===== src/rtl/alu_ctrl_decoder_if.sv =====
// Handshake and decoded-field bundle between the fetch side, the ALU-control decoder and the ALU stage.
interface alu_ctrl_decoder_if;
  logic [31:0] instr_w_i;
  logic        instr_valid_w_i_h;
  logic        instr_ready_w_o_h;
  logic        flush_w_i_h;
  logic        dec_valid_w_o_h;
  logic        dec_ready_w_i_h;
  logic [3:0]  alu_control_w_o;
  logic        addi_sub_flag_w_o;
  logic        store_force_add_flag_w_o;
  logic        b_sel_imm_w_o_h;
  logic [31:0] imm_w_o;
  logic        is_branch_w_o_h;
  logic [2:0]  branch_cond_w_o;
  logic        illegal_w_o_h;

  modport master (
    output instr_w_i, instr_valid_w_i_h, flush_w_i_h, dec_ready_w_i_h,
    input  instr_ready_w_o_h, dec_valid_w_o_h, alu_control_w_o, addi_sub_flag_w_o,
           store_force_add_flag_w_o, b_sel_imm_w_o_h, imm_w_o, is_branch_w_o_h,
           branch_cond_w_o, illegal_w_o_h
  );

  modport slave (
    input  instr_w_i, instr_valid_w_i_h, flush_w_i_h, dec_ready_w_i_h,
    output instr_ready_w_o_h, dec_valid_w_o_h, alu_control_w_o, addi_sub_flag_w_o,
           store_force_add_flag_w_o, b_sel_imm_w_o_h, imm_w_o, is_branch_w_o_h,
           branch_cond_w_o, illegal_w_o_h
  );
endinterface


===== src/rtl/alu_ctrl_decoder.sv =====
// RV32I ALU-control decoder with output register plus one-entry skid buffer.
// Define ALU_DEC_ILLEGAL_TRAP_EN to flag illegal instructions instead of decoding them as a NOP.
module alu_ctrl_decoder #(
  parameter logic [3:0] ILLEGAL_ALU_CTRL = 4'b0000
) (
  input logic          clk_w_i,
  input logic          rst_w_i_l,
  alu_ctrl_decoder_if.slave bus
);

`ifdef ALU_DEC_ILLEGAL_TRAP_EN
  localparam logic TRAP_EN = 1'b1;
`else
  localparam logic TRAP_EN = 1'b0;
`endif

  typedef struct packed {
    logic [3:0]  alu_control;
    logic        addi_sub;
    logic        store_force_add;
    logic        b_sel_imm;
    logic [31:0] imm;
    logic        is_branch;
    logic [2:0]  branch_cond;
    logic        illegal;
  } dec_t;

  function automatic dec_t decode(input logic [31:0] w);
    dec_t       d;
    logic       bad;
    logic [2:0] f3;
    logic [6:0] f7;
    d   = '0;
    bad = 1'b0;
    f3  = w[14:12];
    f7  = w[31:25];
    if (w[1:0] != 2'b11) begin
      bad = 1'b1;
    end else begin
      case (w[6:0])
        7'b0110011: begin
          d.alu_control = {w[30], f3};
          d.addi_sub    = 1'b1;
          if (f7 == 7'b0000000) begin
            bad = 1'b0;
          end else if ((f7 == 7'b0100000) && ((f3 == 3'b000) || (f3 == 3'b101))) begin
            bad = 1'b0;
          end else begin
            bad = 1'b1;
          end
        end
        7'b0010011: begin
          d.alu_control = {w[30], f3};
          d.b_sel_imm   = 1'b1;
          d.imm         = {{20{w[31]}}, w[31:20]};
          if (f3 == 3'b001) begin
            bad = (f7 != 7'b0000000);
          end else if (f3 == 3'b101) begin
            bad = !((f7 == 7'b0000000) || (f7 == 7'b0100000));
          end else begin
            bad = 1'b0;
          end
        end
        7'b0000011, 7'b1100111: begin
          d.b_sel_imm = 1'b1;
          d.imm       = {{20{w[31]}}, w[31:20]};
        end
        7'b0100011: begin
          d.b_sel_imm       = 1'b1;
          d.store_force_add = 1'b1;
          d.imm             = {{20{w[31]}}, w[31:25], w[11:7]};
        end
        7'b1100011: begin
          d.is_branch   = 1'b1;
          d.branch_cond = f3;
          d.imm         = {{19{w[31]}}, w[31], w[7], w[30:25], w[11:8], 1'b0};
          bad           = (f3 == 3'b010) || (f3 == 3'b011);
        end
        7'b0110111, 7'b0010111: begin
          d.b_sel_imm = 1'b1;
          d.imm       = {w[31:12], 12'h000};
        end
        7'b1101111: begin
          d.b_sel_imm = 1'b1;
          d.imm       = {{11{w[31]}}, w[31], w[19:12], w[20], w[30:21], 1'b0};
        end
        default: begin
          bad = 1'b1;
        end
      endcase
    end
    // Illegal words either trap or collapse to ADDI x0,x0,0.
    if (bad) begin
      d             = '0;
      d.illegal     = TRAP_EN;
      d.alu_control = TRAP_EN ? ILLEGAL_ALU_CTRL : 4'b0000;
      d.b_sel_imm   = ~TRAP_EN;
    end else begin
      d.illegal = 1'b0;
    end
    return d;
  endfunction

  dec_t dec_s, out_r, skid_r, out_nxt_s, skid_nxt_s;
  logic out_vld_r, skid_vld_r, ready_r;
  logic out_vld_nxt_s, skid_vld_nxt_s;
  logic in_xfer_s, out_xfer_s;

  assign dec_s      = decode(bus.instr_w_i);
  assign in_xfer_s  = bus.instr_valid_w_i_h & ready_r & ~bus.flush_w_i_h;
  assign out_xfer_s = out_vld_r & bus.dec_ready_w_i_h;

  // Next-state of output and skid registers; ready_r guarantees no input while skid is full.
  always_comb begin
    out_nxt_s      = out_r;
    out_vld_nxt_s  = out_vld_r;
    skid_nxt_s     = skid_r;
    skid_vld_nxt_s = skid_vld_r;
    if (bus.flush_w_i_h) begin
      out_nxt_s      = '0;
      out_vld_nxt_s  = 1'b0;
      skid_nxt_s     = '0;
      skid_vld_nxt_s = 1'b0;
    end else if (!out_vld_r || out_xfer_s) begin
      if (skid_vld_r) begin
        out_nxt_s      = skid_r;
        out_vld_nxt_s  = 1'b1;
        skid_nxt_s     = '0;
        skid_vld_nxt_s = 1'b0;
      end else if (in_xfer_s) begin
        out_nxt_s     = dec_s;
        out_vld_nxt_s = 1'b1;
      end else begin
        out_vld_nxt_s = 1'b0;
      end
    end else if (in_xfer_s) begin
      skid_nxt_s     = dec_s;
      skid_vld_nxt_s = 1'b1;
    end else begin
      out_vld_nxt_s = out_vld_r;
    end
  end

  // Pipeline state registers, cleared asynchronously.
  always_ff @(posedge clk_w_i or negedge rst_w_i_l) begin
    if (!rst_w_i_l) begin
      out_r      <= '0;
      out_vld_r  <= 1'b0;
      skid_r     <= '0;
      skid_vld_r <= 1'b0;
      ready_r    <= 1'b1;
    end else begin
      out_r      <= out_nxt_s;
      out_vld_r  <= out_vld_nxt_s;
      skid_r     <= skid_nxt_s;
      skid_vld_r <= skid_vld_nxt_s;
      ready_r    <= ~skid_vld_nxt_s;
    end
  end

  assign bus.instr_ready_w_o_h        = ready_r;
  assign bus.dec_valid_w_o_h          = out_vld_r;
  assign bus.alu_control_w_o          = out_r.alu_control;
  assign bus.addi_sub_flag_w_o        = out_r.addi_sub;
  assign bus.store_force_add_flag_w_o = out_r.store_force_add;
  assign bus.b_sel_imm_w_o_h          = out_r.b_sel_imm;
  assign bus.imm_w_o                  = out_r.imm;
  assign bus.is_branch_w_o_h          = out_r.is_branch;
  assign bus.branch_cond_w_o          = out_r.branch_cond;
  assign bus.illegal_w_o_h            = out_r.illegal;

endmodule


===== src/flat_wrapper.sv =====
// flat-port wrapper written by rule: the top's interface ports become plain ports
module alu_ctrl_decoder_flat 
#(
  parameter logic [3:0] ILLEGAL_ALU_CTRL = 4'b0000
)
  (clk_w_i, rst_w_i_l, bus_instr_w_i, bus_instr_valid_w_i_h, bus_flush_w_i_h, bus_dec_ready_w_i_h, bus_instr_ready_w_o_h, bus_dec_valid_w_o_h, bus_alu_control_w_o, bus_addi_sub_flag_w_o, bus_store_force_add_flag_w_o, bus_b_sel_imm_w_o_h, bus_imm_w_o, bus_is_branch_w_o_h, bus_branch_cond_w_o, bus_illegal_w_o_h);
  alu_ctrl_decoder_if bus_i ();
  input logic clk_w_i;
  input logic rst_w_i_l;
  input wire logic [$bits(bus_i.instr_w_i)-1:0] bus_instr_w_i;
  input wire logic [$bits(bus_i.instr_valid_w_i_h)-1:0] bus_instr_valid_w_i_h;
  input wire logic [$bits(bus_i.flush_w_i_h)-1:0] bus_flush_w_i_h;
  input wire logic [$bits(bus_i.dec_ready_w_i_h)-1:0] bus_dec_ready_w_i_h;
  output wire logic [$bits(bus_i.instr_ready_w_o_h)-1:0] bus_instr_ready_w_o_h;
  output wire logic [$bits(bus_i.dec_valid_w_o_h)-1:0] bus_dec_valid_w_o_h;
  output wire logic [$bits(bus_i.alu_control_w_o)-1:0] bus_alu_control_w_o;
  output wire logic [$bits(bus_i.addi_sub_flag_w_o)-1:0] bus_addi_sub_flag_w_o;
  output wire logic [$bits(bus_i.store_force_add_flag_w_o)-1:0] bus_store_force_add_flag_w_o;
  output wire logic [$bits(bus_i.b_sel_imm_w_o_h)-1:0] bus_b_sel_imm_w_o_h;
  output wire logic [$bits(bus_i.imm_w_o)-1:0] bus_imm_w_o;
  output wire logic [$bits(bus_i.is_branch_w_o_h)-1:0] bus_is_branch_w_o_h;
  output wire logic [$bits(bus_i.branch_cond_w_o)-1:0] bus_branch_cond_w_o;
  output wire logic [$bits(bus_i.illegal_w_o_h)-1:0] bus_illegal_w_o_h;
  assign bus_i.instr_w_i = bus_instr_w_i;
  assign bus_i.instr_valid_w_i_h = bus_instr_valid_w_i_h;
  assign bus_i.flush_w_i_h = bus_flush_w_i_h;
  assign bus_i.dec_ready_w_i_h = bus_dec_ready_w_i_h;
  assign bus_instr_ready_w_o_h = bus_i.instr_ready_w_o_h;
  assign bus_dec_valid_w_o_h = bus_i.dec_valid_w_o_h;
  assign bus_alu_control_w_o = bus_i.alu_control_w_o;
  assign bus_addi_sub_flag_w_o = bus_i.addi_sub_flag_w_o;
  assign bus_store_force_add_flag_w_o = bus_i.store_force_add_flag_w_o;
  assign bus_b_sel_imm_w_o_h = bus_i.b_sel_imm_w_o_h;
  assign bus_imm_w_o = bus_i.imm_w_o;
  assign bus_is_branch_w_o_h = bus_i.is_branch_w_o_h;
  assign bus_branch_cond_w_o = bus_i.branch_cond_w_o;
  assign bus_illegal_w_o_h = bus_i.illegal_w_o_h;
  alu_ctrl_decoder #(.ILLEGAL_ALU_CTRL(ILLEGAL_ALU_CTRL)) u_core (.clk_w_i(clk_w_i), .rst_w_i_l(rst_w_i_l), .bus(bus_i));
endmodule

===== config.mk =====
export PLATFORM = sky130hd
export DESIGN_NAME = alu_ctrl_decoder_flat
export DESIGN_NICKNAME = d
export VERILOG_FILES = /design/src/rtl/alu_ctrl_decoder_if.sv /design/src/rtl/alu_ctrl_decoder.sv /design/src/flat_wrapper.sv
export SDC_FILE = /design/constraint.sdc
export NUM_CORES = 1
export LEC_CHECK = 0
export ABC_AREA = 1
export BUFFER_PORTS_ARGS = -buffer_cell sky130_fd_sc_hd__buf_2
export CORE_UTILIZATION = 52
export CTS_BUF_LIST = sky130_fd_sc_hd__clkbuf_4
export CTS_CLUSTER_SIZE = 25
export DETAILED_ROUTE_END_ITERATION = 10
export GPL_TIMING_DRIVEN = 0
export PLACE_DENSITY_LB_ADDON = 0.15
export SYNTH_ARGS = -nofsm -noshare
export SYNTH_HDL_FRONTEND = slang
export SYNTH_SLANG_ARGS = --single-unit

===== constraint.sdc =====
create_clock -name clk_w_i -period 1.5 [get_ports clk_w_i]
set_clock_uncertainty 0.15 [all_clocks]
set_input_delay 0.15 -clock clk_w_i [delete_from_list [all_inputs] [get_ports clk_w_i]]
set_output_delay 0.15 -clock clk_w_i [all_outputs]
set_load 0.01 [all_outputs]

* Yosys cells after proc, flatten, opt, wreduce, memory -nomap -nowiden *
Index checks and enable logic that the tools add are counted.

word-level totals
  latch bits = 0
  output and inout bits = 46
  ROM bits = 0
  bits in writable memories = 0
  register bits = 91
  memories = 0
  input port bits = 37

operators by class
  bitwise operators = 5
  div/mod/pow operators = 0
  mux-type cells = 28
  $add $sub $neg = 0
  $mul = 0
  magnitude comparators = 0
  equal/unequal tests = 16
  shift operators = 0
  reduce and logical (&&, ||, !) cells = 20

operator list
  kind                                                                      number
  44-bit 2-to-1 mux                                                         7
  32-bit one-hot mux with 5 select lines                                    1
  43-bit 2-to-1 mux                                                         2
  7-bit by 6-bit equality test with 1-bit output (second input constant)    4
  7-bit equality test (second input constant)                               3
  1-bit 2-to-1 mux                                                          15
  7-bit by 5-bit equality test with 1-bit output (second input constant)    2
  4-bit 2-to-1 mux                                                          2
  7-bit by 2-bit equality test with 1-bit output (second input constant)    1
  7-bit logical NOT                                                         1
  7-bit nonzero test                                                        1
  7-bit OR reduction                                                        1
  3-bit by 2-bit equality test with 1-bit output (second input constant)    2
  3-bit nonzero test                                                        2
  6-bit OR reduction                                                        1
  1-bit logical OR                                                          4
  1-bit one-hot mux with 4 select lines                                     1
  2-bit AND reduction                                                       2
  2-bit OR reduction                                                        2
  1-bit bitwise AND                                                         3
  3-bit by 1-bit equality test with 1-bit output (second input constant)    1
  3-bit equality test (second input constant)                               1
  3-bit logical NOT                                                         1
  3-bit by 2-bit inequality test with 1-bit output (second input constant)  1
  6 further kinds                                                           8

* Depth between registers and ports, before layout *
  depth in word-level cells = 12
  mapped depth = 13
  depth with buffers taken out = 12

* Least setup slack after synthesis *
OpenSTA, ideal clock, no wires.

  path kind = flip-flop to flip-flop
  start = register u_core.out_vld_r, in the netlist u_core.bus.dec_valid_w_o_h
  end = register u_core.skid_r[16] (netlist bit)
  arrival = 1.456 ns
  data required time = 1.209 ns
  period minus slack after synthesis = 1.747 ns
  setup slack = -0.247 ns
  setup time = 0.141 ns
  cell stages (with the launch flop) = 9
  cell sequence = dfrtp_1 inv_1 nor2_1 nand2_1 nor2_1 inv_1 clkbuf_1 clkbuf_1 o22ai_1

between the ends
  word-level cells in the longest chain between the ends = 4

RTL lines
  item                                                                                line                                              source
  start: declaration                                                                  alu_ctrl_decoder.sv:105                           logic out_vld_r, skid_vld_r, ready_r;
  start signal: assignment                                                            alu_ctrl_decoder.sv:154                           out_vld_r <= out_vld_nxt_s;
  1-bit bitwise AND or 1-bit logical NOT (tied branches)                              alu_ctrl_decoder.sv:111, alu_ctrl_decoder.sv:124
  1-bit logical OR (*)                                                                alu_ctrl_decoder.sv:124                           end else if (!out_vld_r || out_xfer_s) begin
  3-bit by 2-bit inequality test with 1-bit output (no line) (tied with other cells)  -
  2-bit AND reduction (no line) or 44-bit 2-to-1 mux (tied branches)                  -
  end signal: assignment                                                              alu_ctrl_decoder.sv:155                           skid_r <= skid_nxt_s;
  end: declaration                                                                    alu_ctrl_decoder.sv:104                           dec_t dec_s, out_r, skid_r, out_nxt_s, skid_nxt_s;

Every way passes the cells marked *; elsewhere a longest branch is shown, timed or not.
A chain may end at the register's enable or synchronous reset.

* Worst setup path in the final report *
  start = register u_core.ready_r, in the netlist u_core.bus.instr_ready_w_o_h
  end = register u_core.out_r (netlist bit u_core.bus.imm_w_o[31])

between the ends
  word-level cells in the longest chain between the ends = 4

RTL lines
  item                             line                     source
  start: declaration               alu_ctrl_decoder.sv:105
  start signal: assignment         alu_ctrl_decoder.sv:157  ready_r <= ~skid_vld_nxt_s;
  1-bit bitwise AND (2 in series)  alu_ctrl_decoder.sv:110  assign in_xfer_s = bus.instr_valid_w_i_h & ready_r & ~bus.flush_w_i_h;
  3-bit nonzero test (no line)     -
  2-bit AND reduction (no line)    -
  end signal: assignment           alu_ctrl_decoder.sv:153  out_r <= out_nxt_s;
  end: declaration                 alu_ctrl_decoder.sv:104

Every way passes these cells.

==> flow_metrics.tcl <==
set metrics [dict create \
    status "finished with violations" \
    violations "hold timing, setup timing" \
    critPathKind "reg -> reg" \
    p_leak_nw 4.07 \
    antenna_found_initial 0 \
    vias 5765 \
    ys_ff_latch 89 \
    power_switching_mw 1.37 \
    grt_pass1_wl_microns 27900 \
    yosys_warnings 0 \
    drt_pass1_iterations 5 \
    drive_above_1_share 0.299 \
    min_path_cells 4 \
    sw_frac_of_total 0.300 \
    synth_ff_type "dfrtp_1" \
    internal-power_mw 3.20 \
    ir_worst_vdd_mv 0.535 \
    drt_iter0_drc 467 \
    coreArea_sq_um 9820 \
    max_stage_delay_ps 580 \
    cts.sinks 89 \
    combPwrFrac 0.154 \
    rsz0062_at_grt "yes" \
    syn-num-nets 815 \
    die_w_microns 103 \
    grt_max_degree 64 \
    grt_pass1_vias 5700 \
    crit_path_cell_trace "nand2_4, o21ai_4, nand3_4, buf_8, a21oi_2, nand2_1, nand2_1" \
    p_per_area_nw_per_um2 639 \
    worst-path-buf-inv 1 \
    hold_viol_final 28 \
    fp-row-count 36 \
    avgSynthCellArea_sq_um 6.79 \
    hold_ws_ps -88.7 \
    worstSetupStartpointType "flop" \
    hp-class "in -> reg" \
    worstMarginPinSlew_ps 579 \
    reg2regPathDepth 7 \
    fin_crit_sh 1.13 \
    fmax_mhz 588 \
    synth-seq-area-share 0.422 \
    relSlewSlack 0.614 \
    ant_nets 0 \
    r2r_slack_ps -200 \
    syn2layout_area_growth_pct 35.6 \
    worstPathRequired_ps 1790 \
    avgRoutedWirePerCell_microns 17.1 \
    arrival_ps 1990 \
    synthCells 778 \
    overflow 0 \
    holdPathEnd "u_core.bus.instr_ready_w_o_h" \
    cts_tree "yes" \
    p_seq_frac 0.527 \
    finalCriticalPeriod_ps 1700 \
    clock_latency_ps 480 \
    final_core_util 0.729 \
    nets 948 \
    num_io_pins 83 \
    track_usage 0.351 \
    critical-path-top-delay-family "flip-flops" \
    drc_errors 0 \
    reg2reg_to "u_core.bus.imm_w_o[31]" \
    path_clk_slew_ps 160 \
    viasPerCell 5.50 \
    crit_fanout 10 \
    worst_hold_startpoint "bus_instr_valid_w_i_h" \
    fin_tns_setup_ps -11240 \
    gp_congestion 0.969 \
    p_clk_frac 0.318 \
    async_reset_ff_frac 1.00 \
    r2r-start "u_core.bus.instr_ready_w_o_h" \
    htree_levels 3 \
    slew_violations 0 \
    synth_edf_count 0 \
    antenna_cells 0 \
    slowest_stage "dfstp_2" \
    final_cell_mix "nand2_1 (292), nor2_1 (87), buf_2 (87), dfrtp_1 (87), nand3_1 (70)" \
    cts_buffers 9 \
    setup_viol 86 \
    dieArea_sq_um 10600 \
    maxCapViolations 0 \
    start_util 0.538 \
    dieHeight_microns 103 \
    endpoint_kind "flop" \
    final_common_cell "nand2_1" \
    netlist-cell-type-count 29 \
    port_buffers 79 \
    syn_area_sq_um 5280 \
    wl_microns 17900 \
    path_common_cell "nand2_1" \
    dp_hpwl_microns 11800 \
    clk_path_buf_depth 2 \
    clockRootBuffer "clkbuf_4" \
    fin_ws_ps -201 \
]
==> worst min-delay path, stage by stage <==
cell and delay (ps):
buf_2 110, nand2_4 80, o21ai_4 70, nand2_1 100
==> cell families (layout without fill, tap and decap cells) <==
group,after synthesis,count (layout),synth area share
and+or+nand+nor,509,509,0.411
buffers and inverters,107,245,0.0896
DFF,89,89,0.422
AOI/OAI and AO/OA,72,72,0.0768
other,1,1,0.000710
==> state kept, by name, summed over array words and instances, names as in the netlist, 3 cells and up <==
name,flops
u_core.skid_r,43
u_core.bus.alu_control_w_o,4
u_core.bus.imm_w_o,32
u_core.bus.branch_cond_w_o,3
==> layout make-up <==
| class | instances | area [sq um] |
|---|---|---|
| Sequential cell | 89 | 2230 |
| Timing Repair Buffer | 123 | 906 |
| Fill cell | 805 | 2660 |
| Tap cell | 133 | 166 |
| Clock inverter | 7 | 77.6 |
| Clock buffer | 9 | 67.6 |
| Multi-Input combinational cell | 582 | 3010 |
| Inverter | 57 | 226 |
| Buffer | 49 | 475 |
==> how the worst max path moves through the flow <==
stage | start | to | slack [ps] | cells past startpoint
final | u_core.bus.instr_ready_w_o_h | u_core.bus.imm_w_o[31] | -200 | 7
after global routing | u_core.bus.instr_ready_w_o_h | u_core.bus.branch_cond_w_o[0] | -280 | 7
after floorplan | bus_instr_w_i[4] | u_core.bus.alu_control_w_o[2] | -50 | 13
after CTS | u_core.bus.instr_ready_w_o_h | u_core.bus.imm_w_o[22] | -170 | 7
after detailed placement | bus_instr_w_i[0] | u_core.bus.imm_w_o[29] | -640 | 12
after global placement | rst_w_i_l | u_core.bus.imm_w_o[18] | -690 | 1
==> through the flow <==
stage | cells | instance area, sq um | power [mW] | setup slack, ps | hold slack, ps
global route | 1049 | 7160 | 4.72 | -283 | -111
finish | 1049 | 7160 | 4.58 | -201 | -88.7
floorplan | 778 | 5460 | 2.72 | -53.2 | -296
CTS | 1043 | 6950 | 4.50 | -172 | -249
global placement | 990 | 6020 | 2.93 | -690 | 233
detailed placement | 991 | 6050 | 2.95 | -636 | -54.3
==> cells in the mapped netlist, types with 2 or more instances <==
library cell | count | share of area
a211oi_1 | 2 | 0.0028
a21oi_1 | 24 | 0.023
buf_1 | 3 | 0.0021
buf_12 | 2 | 0.0076
buf_2 | 7 | 0.0066
buf_4 | 4 | 0.0057
buf_6 | 2 | 0.0043
clkbuf_1 | 32 | 0.023
dfrtp_1 | 88 | 0.42
inv_1 | 54 | 0.038
inv_2 | 3 | 0.0021
nand2_1 | 309 | 0.22
nand3_1 | 72 | 0.068
nand3_2 | 19 | 0.036
nand4_1 | 6 | 0.0071
nor2_1 | 93 | 0.066
nor2_2 | 4 | 0.0047
nor2_4 | 2 | 0.0043
nor3_1 | 2 | 0.0019
o21ai_0 | 4 | 0.0038
o21ai_1 | 15 | 0.014
o22ai_1 | 24 | 0.028
==> power by group through the flow <==
stage | combinational (mW) | clock [mW] | sequential (mW)
3_3_place_gp | 0.476 | 0 | 2.46
3_5_place_dp | 0.495 | 0 | 2.46
2_1_floorplan | 0.261 | 0 | 2.46
4_1_cts | 0.634 | 1.46 | 2.41
6_report | 0.706 | 1.46 | 2.41
5_1_grt | 0.762 | 1.54 | 2.41
==> layer usage <==
metal | global-route usage | share of wire | vias up
met5 | 0 | 0 | -
met3 | 0.0671 | 0.066 | 61
met1 | 0.416 | 0.40 | 2722
met4 | 0.187 | 0.037 | 0
li1 | - | - | 2731
met2 | 0.603 | 0.50 | 251
==> repair_timing <==
item / in CTS / in global routing
cloned: 4 / 2
pin swaps: 15 / 5
endpoints found under the hold margin: 106 / 4
setup buffers: 16 / 3
gates resized for setup: 80 / 50
hold buffers: 17 / 2
setup endpoints to repair: 87 / 88
Power figures use the tool's default switching activity.
